`src/rtl/uart_txsm_gen_if.sv`:
```
// Transmit-FIFO read handshake between the UART TX state machine and its FIFO.
interface uart_txsm_gen_if;
    logic       TF_EF;
    logic [7:0] THR;
    logic       TF_RE;

    modport master (input TF_EF, input THR, output TF_RE);
    modport slave  (output TF_EF, output THR, input TF_RE);
endinterface

```
`src/rtl/uart_txsm_gen.sv`:
```
// 16x-oversampled UART transmit state machine with internal baud-tick generator.
// Optional break generator enabled by defining UART_TXSM_BREAK_EN.
module uart_txsm_gen #(
    parameter int unsigned pDivW = 8
) (
    input  logic             Clk,
    input  logic             nRst,
    input  logic [pDivW-1:0] BaudDiv,
    input  logic [1:0]       Len,
    input  logic             NumStop,
    input  logic             ParEn,
    input  logic [1:0]       Par,
    uart_txsm_gen_if.master  fifo,
    input  logic             CTSi,
    input  logic             Break,
    output logic             TxD,
    output logic             DE,
    output logic             CE_16x,
    output logic             TxIdle,
    output logic             TxStart,
    output logic             TxShift,
    output logic             TxStop
);

    // Encoding bits [5:2] are the registered decodes {stop, shift, start, idle}.
    typedef enum logic [5:0] {
        ST_IDLE  = 6'b000100,
        ST_START = 6'b001000,
        ST_SBIT  = 6'b001001,
        ST_DATA  = 6'b010000,
        ST_PAR   = 6'b010001,
`ifdef UART_TXSM_BREAK_EN
        ST_BRK   = 6'b000010,
`endif
        ST_STOP  = 6'b100000
    } state_t;

    state_t           state;
    logic [pDivW-1:0] cnt;
    logic [3:0]       tick;
    logic [2:0]       bit_cnt;
    logic [7:0]       sr;
    logic             par_bit;
    logic             stop_two;
    logic [7:0]       data_m;

    function automatic logic [7:0] mask_of(input logic [1:0] len, input logic [7:0] d);
        return d & (8'hFF >> (2'd3 - len));
    endfunction

    function automatic logic par_of(input logic [1:0] mode, input logic [7:0] d);
        case (mode)
            2'd0:    return ~^d;
            2'd1:    return ^d;
            2'd2:    return 1'b0;
            default: return 1'b1;
        endcase
    endfunction

    assign data_m  = mask_of(Len, fifo.THR);
    assign TxIdle  = state[2];
    assign TxStart = state[3];
    assign TxShift = state[4];
    assign TxStop  = state[5];

`ifndef UART_TXSM_BREAK_EN
    logic unused_break;
    assign unused_break = Break;
`endif

    always_ff @(posedge Clk) begin
        if (!nRst) begin
            state      <= ST_IDLE;
            cnt        <= '0;
            CE_16x     <= 1'b0;
            tick       <= '0;
            bit_cnt    <= '0;
            sr         <= '0;
            par_bit    <= 1'b0;
            stop_two   <= 1'b0;
            TxD        <= 1'b1;
            DE         <= 1'b0;
            fifo.TF_RE <= 1'b0;
        end else begin
            fifo.TF_RE <= 1'b0;

            // Baud tick: reload on zero, BaudDiv sampled only here.
            if (cnt == '0) begin
                CE_16x <= 1'b1;
                cnt    <= BaudDiv;
            end else begin
                CE_16x <= 1'b0;
                cnt    <= cnt - pDivW'(1);
            end

            case (state)
                ST_IDLE: begin
                    TxD <= 1'b1;
                    DE  <= 1'b0;
`ifdef UART_TXSM_BREAK_EN
                    if (Break) begin
                        state <= ST_BRK;
                        TxD   <= 1'b0;
                        DE    <= 1'b1;
                        tick  <= '0;
                    end else
`endif
                    if (!fifo.TF_EF) begin
                        fifo.TF_RE <= 1'b1;
                        sr         <= data_m;
                        par_bit    <= par_of(Par, data_m);
                        state      <= ST_START;
                    end
                end

                ST_START: begin
                    if (CE_16x && CTSi) begin
                        state <= ST_SBIT;
                        TxD   <= 1'b0;
                        DE    <= 1'b1;
                        tick  <= '0;
                    end
                end

                default: begin
                    if (CE_16x) begin
                        tick <= tick + 4'd1;
                        if (tick == 4'd15) begin
                            case (state)
                                ST_SBIT: begin
                                    state   <= ST_DATA;
                                    TxD     <= sr[0];
                                    sr      <= sr >> 1;
                                    bit_cnt <= '0;
                                end
                                ST_DATA: begin
                                    if (bit_cnt == 3'(Len) + 3'd4) begin
                                        if (ParEn) begin
                                            state <= ST_PAR;
                                            TxD   <= par_bit;
                                        end else begin
                                            state    <= ST_STOP;
                                            TxD      <= 1'b1;
                                            stop_two <= NumStop;
                                        end
                                    end else begin
                                        TxD     <= sr[0];
                                        sr      <= sr >> 1;
                                        bit_cnt <= bit_cnt + 3'd1;
                                    end
                                end
                                ST_PAR: begin
                                    state    <= ST_STOP;
                                    TxD      <= 1'b1;
                                    stop_two <= NumStop;
                                end
                                ST_STOP: begin
                                    if (stop_two) begin
                                        stop_two <= 1'b0;
                                    end else if (!fifo.TF_EF) begin
                                        // Back-to-back: this tick doubles as the CTS-qualified start tick.
                                        fifo.TF_RE <= 1'b1;
                                        sr         <= data_m;
                                        par_bit    <= par_of(Par, data_m);
                                        if (CTSi) begin
                                            state <= ST_SBIT;
                                            TxD   <= 1'b0;
                                        end else begin
                                            state <= ST_START;
                                            DE    <= 1'b0;
                                        end
                                    end else begin
                                        state <= ST_IDLE;
                                        DE    <= 1'b0;
                                    end
                                end
`ifdef UART_TXSM_BREAK_EN
                                ST_BRK: begin
                                    if (!Break) begin
                                        state    <= ST_STOP;
                                        TxD      <= 1'b1;
                                        stop_two <= 1'b0;
                                    end
                                end
`endif
                                default: begin
                                    state <= ST_IDLE;
                                    TxD   <= 1'b1;
                                    DE    <= 1'b0;
                                end
                            endcase
                        end
                    end
                end
            endcase
        end
    end

endmodule

```
`src/flat_wrapper.sv`:
```
// flat-port wrapper written by rule: the top's interface ports become plain ports
module uart_txsm_gen_flat 
#(
    parameter int unsigned pDivW = 8
)
  (Clk, nRst, BaudDiv, Len, NumStop, ParEn, Par, CTSi, Break, TxD, DE, CE_16x, TxIdle, TxStart, TxShift, TxStop, fifo_TF_EF, fifo_THR, fifo_TF_RE);
  uart_txsm_gen_if fifo_i ();
  input  logic Clk;
  input  logic nRst;
  input  logic [pDivW-1:0] BaudDiv;
  input  logic [1:0] Len;
  input  logic NumStop;
  input  logic ParEn;
  input  logic [1:0] Par;
  input  logic CTSi;
  input  logic Break;
  output logic TxD;
  output logic DE;
  output logic CE_16x;
  output logic TxIdle;
  output logic TxStart;
  output logic TxShift;
  output logic TxStop;
  input wire logic [$bits(fifo_i.TF_EF)-1:0] fifo_TF_EF;
  input wire logic [$bits(fifo_i.THR)-1:0] fifo_THR;
  output wire logic [$bits(fifo_i.TF_RE)-1:0] fifo_TF_RE;
  assign fifo_i.TF_EF = fifo_TF_EF;
  assign fifo_i.THR = fifo_THR;
  assign fifo_TF_RE = fifo_i.TF_RE;
  uart_txsm_gen #(.pDivW(pDivW)) u_core (.Clk(Clk), .nRst(nRst), .BaudDiv(BaudDiv), .Len(Len), .NumStop(NumStop), .ParEn(ParEn), .Par(Par), .fifo(fifo_i), .CTSi(CTSi), .Break(Break), .TxD(TxD), .DE(DE), .CE_16x(CE_16x), .TxIdle(TxIdle), .TxStart(TxStart), .TxShift(TxShift), .TxStop(TxStop));
endmodule
```
`config.mk`:
```
export PLATFORM = sky130hd
export DESIGN_NAME = uart_txsm_gen_flat
export DESIGN_NICKNAME = d
export VERILOG_FILES = /design/src/rtl/uart_txsm_gen_if.sv /design/src/rtl/uart_txsm_gen.sv /design/src/flat_wrapper.sv
export SDC_FILE = /design/constraint.sdc
export NUM_CORES = 1
export LEC_CHECK = 0
export ABC_AREA = 1
export BUFFER_PORTS_ARGS = -buffer_cell sky130_fd_sc_hd__buf_2
export CORE_ASPECT_RATIO = 1.4
export CORE_MARGIN = 2
export CORE_UTILIZATION = 54
export DETAILED_ROUTE_END_ITERATION = 10
export GPL_TIMING_DRIVEN = 0
export PLACE_DENSITY_LB_ADDON = 0.25
export SETUP_SLACK_MARGIN = 0.2
export SYNTH_ARGS = -nofsm -noshare
export SYNTH_HDL_FRONTEND = slang
export SYNTH_SLANG_ARGS = --single-unit
```
`constraint.sdc`:
```
create_clock -name Clk -period 2.13 [get_ports Clk]
set_clock_uncertainty 0.2 [all_clocks]
set_input_delay 0.426 -clock Clk [delete_from_list [all_inputs] [get_ports Clk]]
set_output_delay 0.426 -clock Clk [all_outputs]
set_load 0.02 [all_outputs]
```
Word level (Yosys, flattened, before mapping)

Index checks and enable logic that the tools add are counted.

Equality and inequality tests: 24
Muxes and demuxes: 59
$add $sub $neg: 5
Shift operators: 1
Bitwise gates (word level): 4
Reduce and logical (&&, ||, !) cells: 24

Operators with widths:

| cell                  | number |
|---|---|
| $mux W8               | 6 |
| $mux W6               | 7 |
| $reduce_and A6 Y1     | 5 |
| $mux W1               | 28 |
| $pmux W6 S4           | 1 |
| $pmux W8 S3           | 1 |
| $pmux W8 S2           | 1 |
| $eq A6 B4 Y1 const B  | 2 |
| $eq A6 B5 Y1 const B  | 2 |
| $mux W4               | 3 |
| $ne A4 B4 Y1 const B  | 3 |
| $pmux W6 S2           | 1 |
| $pmux W1 S2           | 5 |
| $reduce_and A5 Y1     | 2 |
| $reduce_bool A2 Y1    | 5 |
| $pmux W1 S3           | 3 |
| $reduce_bool A3 Y1    | 3 |
| $and A8 B8 Y8         | 1 |
| $logic_not A8 Y1      | 1 |
| $ne A2 B2 Y1 const B  | 4 |
| $pmux W4 S2           | 1 |
| $reduce_xnor A8 Y1    | 1 |
| $reduce_xor A8 Y1     | 1 |
| $shr A8 B2 Y8 const A | 1 |
| 25 further kinds      | 29 |

Register bits after elaboration: 35
Word-level logic and storage cells: 128
Input port bits: 27

Depth between registers and ports, before layout

Gate-level depths: netlist of the first run.

Depth in word-level cells: 11
Mapped depth: 11
Mapped depth without buffers: 11

Worst setup path after synthesis of the first run

OpenSTA, ideal clock, no wires.

Kind: register -> register
Start: reg u_core.state[3]
End: reg u_core.state[0]
Slack: 310 ps
Path buffers: 0
Arrival: 1504 ps
Cell stages (with the launch flop): 10
Cell sequence: dfxtp_1 > inv_2 > nor2_2 > nand3_2 > nand3_1 > nand2_1 > a21oi_4 > nand2_2 > o21ai_0 > nor2_1

Word-level cells in the longest chain between the ends: 5

Ends and longest elaborated chain:

| item                                       | line                 | source |
|---|---|---|
| from (decl)                                | uart_txsm_gen.sv:38  | `state_t state;` |
| from (signal assigned)                     | uart_txsm_gen.sv:73  | `state <= ST_IDLE;` |
| from (signal assigned)                     | uart_txsm_gen.sv:112 | `state <= ST_START;` |
| from (signal assigned)                     | uart_txsm_gen.sv:118 | `state <= ST_SBIT;` |
| $eq A6 B6 Y1, or another cell as far along | uart_txsm_gen.sv:129 | `case (state)` |
| $pmux W6 S4                                | uart_txsm_gen.sv:129 |  |
| $mux W6                                    | uart_txsm_gen.sv:128 | `if (tick == 4'd15) begin` |
| $mux W6                                    | uart_txsm_gen.sv:126 | `if (CE_16x) begin` |
| $pmux W6 S2                                | uart_txsm_gen.sv:96  | `case (state)` |

Several ways; a longest one is shown, not always the timed one. The select of a mux whose other input is x is not followed.
A chain may end at the register's enable or synchronous reset.

Final worst setup path of the first run

Start: reg u_core.state[0]
End: reg u_core.state[0]

The elaborated chain is that of the path after synthesis.

==> qor.txt, run 1 <==
Max-cap violation count: 0
First-pass GRT wire length: 8652 µm
Crit-path cells: nor2_4 -> nand3_2 -> nand3_1 -> nand2_1 -> a21oi_4 -> nand2_4 -> o21ai_1 -> nor2_1
P_leak: 1.201 nW
CTS tree: done
Switching share of power: 44.33%
Final hold violation count: 0
Most common library cells after synthesis: 82 x nand2_1, 44 x nor2_1, 34 x dfxtp_1, 29 x inv_1, 28 x nand3_1
Synth area leaders: dfxtp_1 32%, nand2_1 14%, nor2_1 7.7%, nand3_1 6.5%, o21ai_0 5.3%
CP peak stage delay: 360 ps
N_diodes: 0
DRT Wirelength: 5197 µm
Routed WL per cell: 12.58 µm
Number of buffers and inverters on the critical path: 0
Num CTS Buffers: 5
Crit Path Max Fanout: 7
Clock share of power: 19.3%
Post-layout minimum cycle time: 1814 ps
WP data arrival: 1800 ps
Peak VDD IR: 0.8937 mV
Routability Congestion: 0.9088
1st-pass router iterations: 4
Post-synth EDFFs: 0
HP Start: Par[0]
Vias in the first global route: 2003
Unrepaired setup endpoints after global routing: true
Port Buf Inserts: 31
Hold path cells: 3
Hold Crit Class: in2reg
Largest net degree at the start of global routing: 12
Final Cycle Share: 85.16%
Min setup slack post-route: 316.0 ps
Detailed Place HPWL: 3743 µm
Vias per cell: 5.460
Initial antenna violation count: 0
Most area-hungry cell type in the Yosys netlist: dfxtp_1
Vias: 2255
Syn Area/Cell: 6.581 µm²
Seq/Total Area, Yosys: 31.63%
Dpl ws: 127.6 ps
Post-Syn Area: 0.002152 mm²
Worst hold slack: 190.3 ps
Die ar.: 0.004514 mm²
Iter 0 DRT Violations: 107
CP required: 2120 ps
Utilization after layout: 66.41%
Clk_lat worst skew: 300 ps
Synth Register Bits: 34
Clk root buf: clkbuf_8
P_int: 1.735 mW
Placed Area: 0.002361 mm²
H-Tree Level Count: 2
RR Startpoint: u_core.state[0]
Critical path launch point type: register
NumNets Final: 400
GR Overflow Total: 0
Worst Setup End Kind: register
Crit-path slowest cell: dfxtp_1
Top cell type's share of synthesized area: 31.63%
Die width: 57.36 µm
Reg2Reg Setup Slack: 320 ps
Clk buf depth: 2
Layout fillers: 356
Clock slew seen by the registers of the worst setup and hold paths: 80 ps
Initial Util: 55.39%
Synthesized instance count: 327
Cell Pwr Density: 1208 mW/mm²
Setup-failing EPs final: 0
Power Total: 3.117 mW
Top-count cell post-synth: nand2_1
Synth Flop Type: dfxtp_1
Slew @ Worst Pin: 560.0 ps
Post-Syn Nets: 358
Final ANT Viol Nets: 0
Asr flop ratio synth: 0%
Hold Crit Endpoint: u_core.par_bit
Residual DRC: 0
Status: finished clean
FMAX: 551.3 MHz
Area Overhead vs Synth: 19.88%
Total GRT Usage: 24.59%
Comb pwr share: 51.1%
Slew margin rel.: 62.67%
Layout cells sized above 1: 21.08%
Worst R2R End: u_core.state[0]
I/O pin count: 35
Die Y: 78.70 µm
CORE AREA: 0.003885 mm²
Fin Setup TNS: 0 ps
Pins Over Slew Limit: 0
Synth unique cells: 36
Non-filler cells, final: 413
Sequential power share: 29.6%
Row count: 27
NetSw: 1.382 mW
Delay-heaviest family, CP: simple AND/OR/NAND/NOR gates
Crit Path Class: reg2reg
Worst r2r path cells: 8
Dpl cells: 401
Post-route cell area: 0.002580 mm²
Synthesis warning total: 0
CTS Sinks: 34
## power by group through the flow
stage | registers (mW) | clock network [mW] | logic [mW]
floorplan | 0.941 | 0 | 1.13
global placement | 0.918 | 0 | 1.42
detailed placement | 0.922 | 0 | 1.45
CTS | 0.910 | 0.608 | 1.46
global route | 0.944 | 0.626 | 1.81
finish | 0.923 | 0.600 | 1.59
## per-layer routing
layer,GRT usage [%],share of wire [%]
met5,0,0
met4,13.49,3.7
met3,4.723,3.8
met2,43.52,51
met1,26.84,41
## worst max-delay path by stage
stage | startpoint | end | slack (ps) | cells past startpoint
final | u_core.state[0] | u_core.state[0] | 320 | 8
after global routing | u_core.state[4] | u_core.state[5] | 150 | 8
after CTS | u_core.state[2] | u_core.state[0] | 210 | 8
after detailed placement | fifo_TF_EF | u_core.TxD | 130 | 6
after global placement | fifo_TF_EF | u_core.TxD | 110 | 6
after floorplan | u_core.state[3] | u_core.state[0] | 310 | 9
## worst register-to-register path, delay by kind of cell, from the launching register on
kind            cells  cell delay, ps
compound gates      2             340
flops               1             360
simple gates        6             810
## cells by family after synthesis
logic type               after synthesis  synth area share, %
XOR/XNOR                               7                2.849
flip-flops                            34                31.63
AND/OR/NAND/NOR                      181                39.71
buffers and inverters                 42                7.441
AO/OA/AOI/OAI                         58                15.58
adder cells (fa/ha/maj)                4                2.326
multiplexers                           1               0.4651
## sequential cells by signal, indices dropped and copies added, names as in the netlist
signal	count
u_core.cnt	8
u_core.sr	8
u_core.state	5
u_core.tick	4
u_core.bit_cnt	3
u_core.CE_16x	1
u_core.DE	1
u_core.TxD	1
u_core.fifo.TF_RE	1
u_core.par_bit	1
u_core.stop_two	1
## cell usage in the layout, fill, tap and decap left out, drive strengths merged, types with 5 or more instances in the layout
master	instances
buf	36
o21ai	25
inv	33
clkbuf	12
nand4	9
nand2	85
dfxtp	34
nand3	32
xor2	5
a21oi	22
o211ai	7
nor2	49
## repair_timing
item                                    4_1_cts  5_1_grt
pin swaps                                     1        1
hold buffers                                  0        0
buffers inserted                              0        4
endpoints found under the setup margin        1       28
resized for setup                             1       20
## final cells by class
cell class              count  area, µm²  area share [%]
repair buffers             35      185.2           7.178
clock buffers               5      68.82           2.667
flip-flops and latches     34      685.7           26.58
inverters                  34      130.1           5.044
well taps                  43      53.80           2.085
plain buffers               8      33.78           1.309
clock inverters             3      40.04           1.552
multi-input cells         251       1383           53.59
Note: power is estimated with default switching activity, not from simulation.
==> run 2, diff against run 1 <==
==> constraint.sdc (replaced) <==
create_clock -name Clk -period 1.9 [get_ports Clk]
set_clock_uncertainty 0.2 [all_clocks]
set_input_delay 0.38 -clock Clk [delete_from_list [all_inputs] [get_ports Clk]]
set_output_delay 0.38 -clock Clk [all_outputs]
set_load 0.02 [all_outputs]
==> qor.txt, run 2 (synthesized netlist as in run 1, its figures left out) <==
Final ANT Viol Nets: 0 (unchanged)
Biggest registers after layout: u_core.cnt (8), u_core.sr (8), u_core.state (5)
Slew margin rel.: 62.49% (-0.18 points)
Iter 0 DRT Violations: 144 (+35%)
Vias per cell: 5.929 (+8.6%)
Slew @ Worst Pin: 562.7 ps (+2.709 ps)
Residual DRC: 0 (unchanged)
Detailed Place HPWL: 3809 µm (+1.8%)
Vias in the first global route: 2383 (+19%)
H-Tree Level Count: 2 (unchanged)
Vias: 2579 (+14%)
Setup-failing EPs final: 0 (unchanged)
CP required: 1880 ps (-240 ps)
P_leak: 1.334 nW (+11%)
Fin Setup TNS: 0 ps (unchanged)
Non-filler cells, final: 435 (+5.3%)
Max-cap violation count: 0 (unchanged)
Final Cycle Share: 97.55% (+12 points)
Clk_lat worst skew: 290 ps (about the same)
Crit Path Max Fanout: 5 (-2)
Num CTS Buffers: 5 (unchanged)
CP peak stage delay: 370 ps (about the same)
Unrepaired setup endpoints after global routing: true
Clk root buf: clkbuf_8
Die ar.: 0.004514 mm² (unchanged)
Status: finished clean
Placed Area: 0.002366 mm² (+0.21%)
1st-pass router iterations: 8 (+4)
Number of buffers and inverters on the critical path: 0 (unchanged)
Dpl cells: 401 (unchanged)
NumNets Final: 422 (+5.5%)
DRT Wirelength: 6769 µm (+30%)
Routability Congestion: 0.9317 (+2.5%)
Area Overhead vs Synth: 36.40%
First-pass GRT wire length: 10440 µm (+21%)
Post-route cell area: 0.002935 mm² (+14%)
Worst hold slack: 146.1 ps (-44.24 ps)
Row count: 27 (unchanged)
Die Y: 78.70 µm (unchanged)
CTS tree: done
Critical path launch point type: register
Crit path top cell by count: nand2_1
Initial Util: 55.39% (unchanged)
Delay-heaviest family, CP: simple AND/OR/NAND/NOR gates
Initial antenna violation count: 0 (unchanged)
I/O pin count: 35 (unchanged)
Cell Pwr Density: 1360 mW/mm² (+13%)
Layout fillers: 283 (-21%)
Peak VDD IR: 1.013 mV (+13%)
Hold Crit Class: in2reg
Comb pwr share: 59.4% (+8.3 points)
Largest net degree at the start of global routing: 11 (-1)
Crit Path Class: reg2reg
CTS Sinks: 34 (unchanged)
GR Overflow Total: 0 (unchanged)
Switching share of power: 45.84% (+1.5 points)
Total GRT Usage: 29.69% (+5.1 points)
Post-layout minimum cycle time: 1854 ps (+39.52 ps)
Crit-path cells: nor2_4 -> nand3_4 -> nand3_1 -> nand2_2 -> a21oi_4 -> nand2_1 -> a21oi_1 -> nand2_1
NetSw: 1.830 mW (+32%)
Commonest non-fill, non-tap cell in the layout: nand2_1
WP data arrival: 1840 ps (+40 ps)
Final hold violation count: 0 (unchanged)
Clock share of power: 14.0% (-5.3 points)
CORE AREA: 0.003885 mm² (unchanged)
N_diodes: 0 (unchanged)
Most frequent cells in the layout: 73 x nand2_1, 36 x nor2_1, 31 x buf_2
FMAX: 539.5 MHz (-2.1%)
Sequential power share: 26.7% (-2.9 points)
Pins Over Slew Limit: 0 (unchanged)
Routed WL per cell: 15.56 µm (+24%)
Crit-path slowest cell: dfxtp_4
Clock slew seen by the registers of the worst setup and hold paths: 70 ps (about the same)
Port Buf Inserts: 31 (unchanged)
Layout cells sized above 1: 33.93% (+13 points)
P_int: 2.162 mW (+25%)
Worst Setup End Kind: register
Die width: 57.36 µm (unchanged)
Clk buf depth: 2 (unchanged)
## run 2: changes by cell type in the layout (fill, tap and decap cells not counted), moves of 5 or more
cell     previous run  this run
buf_4               4        23
dfxtp_4             0         5
nand2_2             1         7
o21ai_0            22        17
nor2_4              4         9
dfxtp_1            30        24
nand2_1            82        73
nor2_1             42        36
## run 2: final cells by class
class                           count  area (µm²)  share of cell area [%]
Multi-Input combinational cell    252        1535                   52.30
Sequential cell                    34       705.7                   24.04
Timing Repair Buffer               56       371.6                   12.66
Inverter                           34       133.9                   4.561
Clock buffer                        7       86.33                   2.941
Tap cell                           43       53.80                   1.833
Buffer                              8       43.79                   1.492
Clock inverter                      1       5.005                  0.1705
## run 2: stage by stage
stage | power [mW] | setup slack (ps) | utilization [%]
after floorplan | 2.328 | 197.1 | -
after global placement | 2.632 | -61.93 | 60.90
after detailed placement | 2.670 | -84.12 | 60.90
after CTS | 3.659 | 187.2 | 71.85
after global routing | 4.237 | 9.462 | 75.56
final | 3.992 | 46.47 | 75.56
## run 2: worst paths after layout
path                                 startpoint  cells past startpoint       endpoint  slack, ps
worst max register to register  u_core.state[0]                      8     u_core.TxD         50
worst min register to register    u_core.cnt[0]                      1  u_core.cnt[0]        260
worst max-delay path            u_core.state[0]                      8     u_core.TxD         50
worst min-delay path                 BaudDiv[6]                      3  u_core.cnt[6]        150
## run 2: repair_timing
action	CTS	global route
buffers inserted	21	4
hold buffers	0	0
pin swaps	18	12
cloned	1	0
endpoints found under the setup margin	30	33
gates resized for setup	38	41
## run 2: layer usage
| layer | up-vias | share of wire [%] | GRT usage [%] |
|---|---|---|---|
| li1 | 1208 | - | - |
| met1 | 1179 | 37 | 31.04 |
| met2 | 153 | 51 | 51.59 |
| met3 | 39 | 6.0 | 4.723 |
| met4 | 0 | 6.0 | 22.79 |
| met5 | - | 0 | 0 |
## run 2: power groups by stage
stage               sequential (mW)  clock (mW)  combinational (mW)
floorplan                      1.06           0                1.27
global placement               1.03           0                1.60
detailed placement             1.04           0                1.63
CTS                            1.03       0.568                2.06
global route                   1.08       0.583                2.57
finish                         1.06       0.558                2.37
## run 2: worst register-to-register path: stages, from the launching register on
cell and delay [ps]:
dfxtp_4 370, nor2_4 220, nand3_4 140, nand3_1 120, nand2_2 100, a21oi_4 210
nand2_1 110, a21oi_1 200, nand2_1 80
==> run 3, diff against run 2 <==
--- a/config.mk
+++ b/config.mk
@@ -6,7 +6,7 @@
 export NUM_CORES = 1
 export LEC_CHECK = 0
 export ABC_AREA = 1
-export BUFFER_PORTS_ARGS = -buffer_cell sky130_fd_sc_hd__buf_2
+export BUFFER_PORTS_ARGS = -buffer_cell sky130_fd_sc_hd__buf_4
 export CORE_ASPECT_RATIO = 1.4
 export CORE_MARGIN = 2
 export CORE_UTILIZATION = 54
==> qor.txt, run 3 (synthesized netlist as in run 1, its figures left out) <==
Reg2Reg Setup Slack: 40 ps (about the same)
Die Y: 78.70 µm (unchanged)
Post-route cell area: 0.002990 mm² (+1.9%)
FMAX: 537.9 MHz (-0.29%)
NetSw: 1.834 mW (+0.20%)
RR Startpoint: u_core.CE_16x
Sequential power share: 26.5% (-0.2 points)
Final hold violation count: 0 (unchanged)
Most frequent cells in the layout: 72 x nand2_1, 54 x buf_4, 36 x nor2_1
Total GRT Usage: 27.60% (-2.1 points)
Worst setup path end: u_core.state[5]
Min setup slack post-route: 40.99 ps (-5.477 ps)
CTS tree: done
CP required: 1860 ps (-20 ps)
Hold Crit Class: in2reg
Crit Path Class: reg2reg
Peak VDD IR: 1.259 mV (+24%)
Iter 0 DRT Violations: 148 (+2.8%)
Max-cap violation count: 0 (unchanged)
NumNets Final: 420 (-0.47%)
N_diodes: 0 (unchanged)
WP data arrival: 1820 ps (-20 ps)
Num CTS Buffers: 5 (unchanged)
Worst R2R End: u_core.state[5]
Cell Pwr Density: 1346 mW/mm² (-1.0%)
I/O pin count: 35 (unchanged)
Clock slew seen by the registers of the worst setup and hold paths: 80 ps (about the same)
Initial Util: 55.39% (unchanged)
Final Cycle Share: 97.84% (+0.29 points)
Clk buf depth: 2 (unchanged)
Residual DRC: 0 (unchanged)
DRT Wirelength: 6527 µm (-3.6%)
Vias: 2460 (-4.6%)
Slew margin rel.: 63.25% (+0.76 points)
Slew @ Worst Pin: 551.3 ps (-11.42 ps)
Largest net degree at the start of global routing: 12 (+1)
Power Total: 4.025 mW (+0.82%)
Commonest non-fill, non-tap cell in the layout: nand2_1
H-Tree Level Count: 2 (unchanged)
1st-pass router iterations: 6 (-2)
Detailed Place HPWL: 3771 µm (-1.0%)
Vias in the first global route: 2242 (-5.9%)
Setup crit start: u_core.CE_16x
Biggest registers after layout: u_core.cnt (8), u_core.sr (8), u_core.state (5)
Die ar.: 0.004514 mm² (unchanged)
Row count: 27 (unchanged)
Critical path launch point type: register
Crit Path Max Fanout: 7 (+2)
Dpl ws: -68.84 ps (+15.28 ps)
Dpl cells: 401 (unchanged)
Unrepaired setup endpoints after global routing: true
Worst Setup End Kind: register
Pins Over Slew Limit: 0 (unchanged)
Clk_lat worst skew: 300 ps (about the same)
Initial antenna violation count: 0 (unchanged)
First-pass GRT wire length: 9660 µm (-7.5%)
Vias per cell: 5.681 (-4.2%)
Final ANT Viol Nets: 0 (unchanged)
Area Overhead vs Synth: 38.95%
P_leak: 1.333 nW (about the same)
GR Overflow Total: 0 (unchanged)
Clk root buf: clkbuf_8
Crit-path cells: inv_1 -> nand2_2 -> nand2_2 -> a21oi_4 -> nand2_4 -> o21ai_2 -> nor2_1
Die width: 57.36 µm (unchanged)
Routed WL per cell: 15.07 µm (-3.1%)
Placed Area: 0.002444 mm² (+3.3%)
Comb pwr share: 59.2% (-0.2 points)
P_int: 2.191 mW (+1.4%)
Switching share of power: 45.56% (-0.28 points)
CP peak stage delay: 500 ps (+130 ps)
Routability Congestion: 0.8988 (-3.5%)
Status: finished clean
Layout cells sized above 1: 34.36% (+0.43 points)
Worst r2r path cells: 7 (-1)
CORE AREA: 0.003885 mm² (unchanged)
Clock share of power: 14.2% (+0.2 points)
Setup-failing EPs final: 0 (unchanged)
Port Buf Inserts: 31 (unchanged)
Crit-path slowest cell: dfxtp_1
CTS Sinks: 34 (unchanged)
Post-layout minimum cycle time: 1859 ps (+5.477 ps)
Hold buffer count at CTS: 0 (unchanged)
Non-filler cells, final: 433 (-0.46%)
Crit path top cell by count: nand2_2
run 3: cell count changes in the layout (fill, tap and decap cells not counted), sizes merged:
cell | before | now
a21oi | 23 | 22
buf | 58 | 57
clkbuf | 13 | 12
clkinvlp | 0 | 1
run 3: timing repair:
| item | in CTS | in global routing |
|---|---|---|
| buffers inserted | 14 | 10 |
| cloned | 0 | 0 |
| endpoints found under the setup margin | 30 | 31 |
| pin swaps | 10 | 21 |
| gates resized for setup | 30 | 49 |
run 3: cell type report:
type | instances | area, µm²
well taps | 43 | 53.80
repair buffers | 55 | 425.4
clock buffers | 6 | 82.58
clock inverters | 2 | 12.51
multi-input cells | 251 | 1529
fillers | 290 | 894.6
plain buffers | 8 | 51.30
inverters | 34 | 135.1
flip-flops and latches | 34 | 700.7
run 3: worst min path at each step:
stage | endpoint | depth (start not counted) | startpoint | slack (ps)
2_1_floorplan | u_core.cnt[0] | 1 | u_core.cnt[0] | 210
3_3_place_gp | u_core.cnt[0] | 1 | u_core.cnt[0] | 220
3_5_place_dp | u_core.cnt[0] | 1 | u_core.cnt[0] | 220
4_1_cts | u_core.par_bit | 3 | Par[0] | 150
5_1_grt | u_core.par_bit | 3 | Par[0] | 170
6_report | u_core.par_bit | 3 | Par[0] | 150
run 3: routing by layer:
metal,vias to the layer above,wire (µm),track usage [%],share of wire (%)
li1,1205,-,-,-
met1,1152,2526,27.53,39
met2,78,3417,49.66,52
met3,25,289,5.700,4.4
met4,0,293,18.84,4.5
met5,-,0,0,0
run 3: critical path, delay by kind of cell, from the launching register on:
| family | cells | cell delay [ps] |
|---|---|---|
| AOI/OAI and AO/OA | 2 | 380 |
| DFF | 1 | 500 |
| and+or+nand+nor | 4 | 400 |
| buffers and inverters | 1 | 220 |
run 3: power by group through the flow:
stage	registers (mW)	clock network (mW)	logic, mW
floorplan	1.06	0	1.27
global placement	1.04	0	1.63
detailed placement	1.04	0	1.66
CTS	1.04	0.581	1.97
global route	1.09	0.595	2.59
finish	1.07	0.573	2.38
run 3: metrics by stage:
stage | util, % | setup TNS, ps | hold slack, ps
3_3_place_gp | 62.90 | -266.9 | 221.3
6_report | 76.97 | 0 | 153.5
2_1_floorplan | - | 0 | 205.8
5_1_grt | 76.97 | -102.1 | 169.2
4_1_cts | 71.30 | 0 | 145.3
3_5_place_dp | 62.90 | -490.3 | 222.9
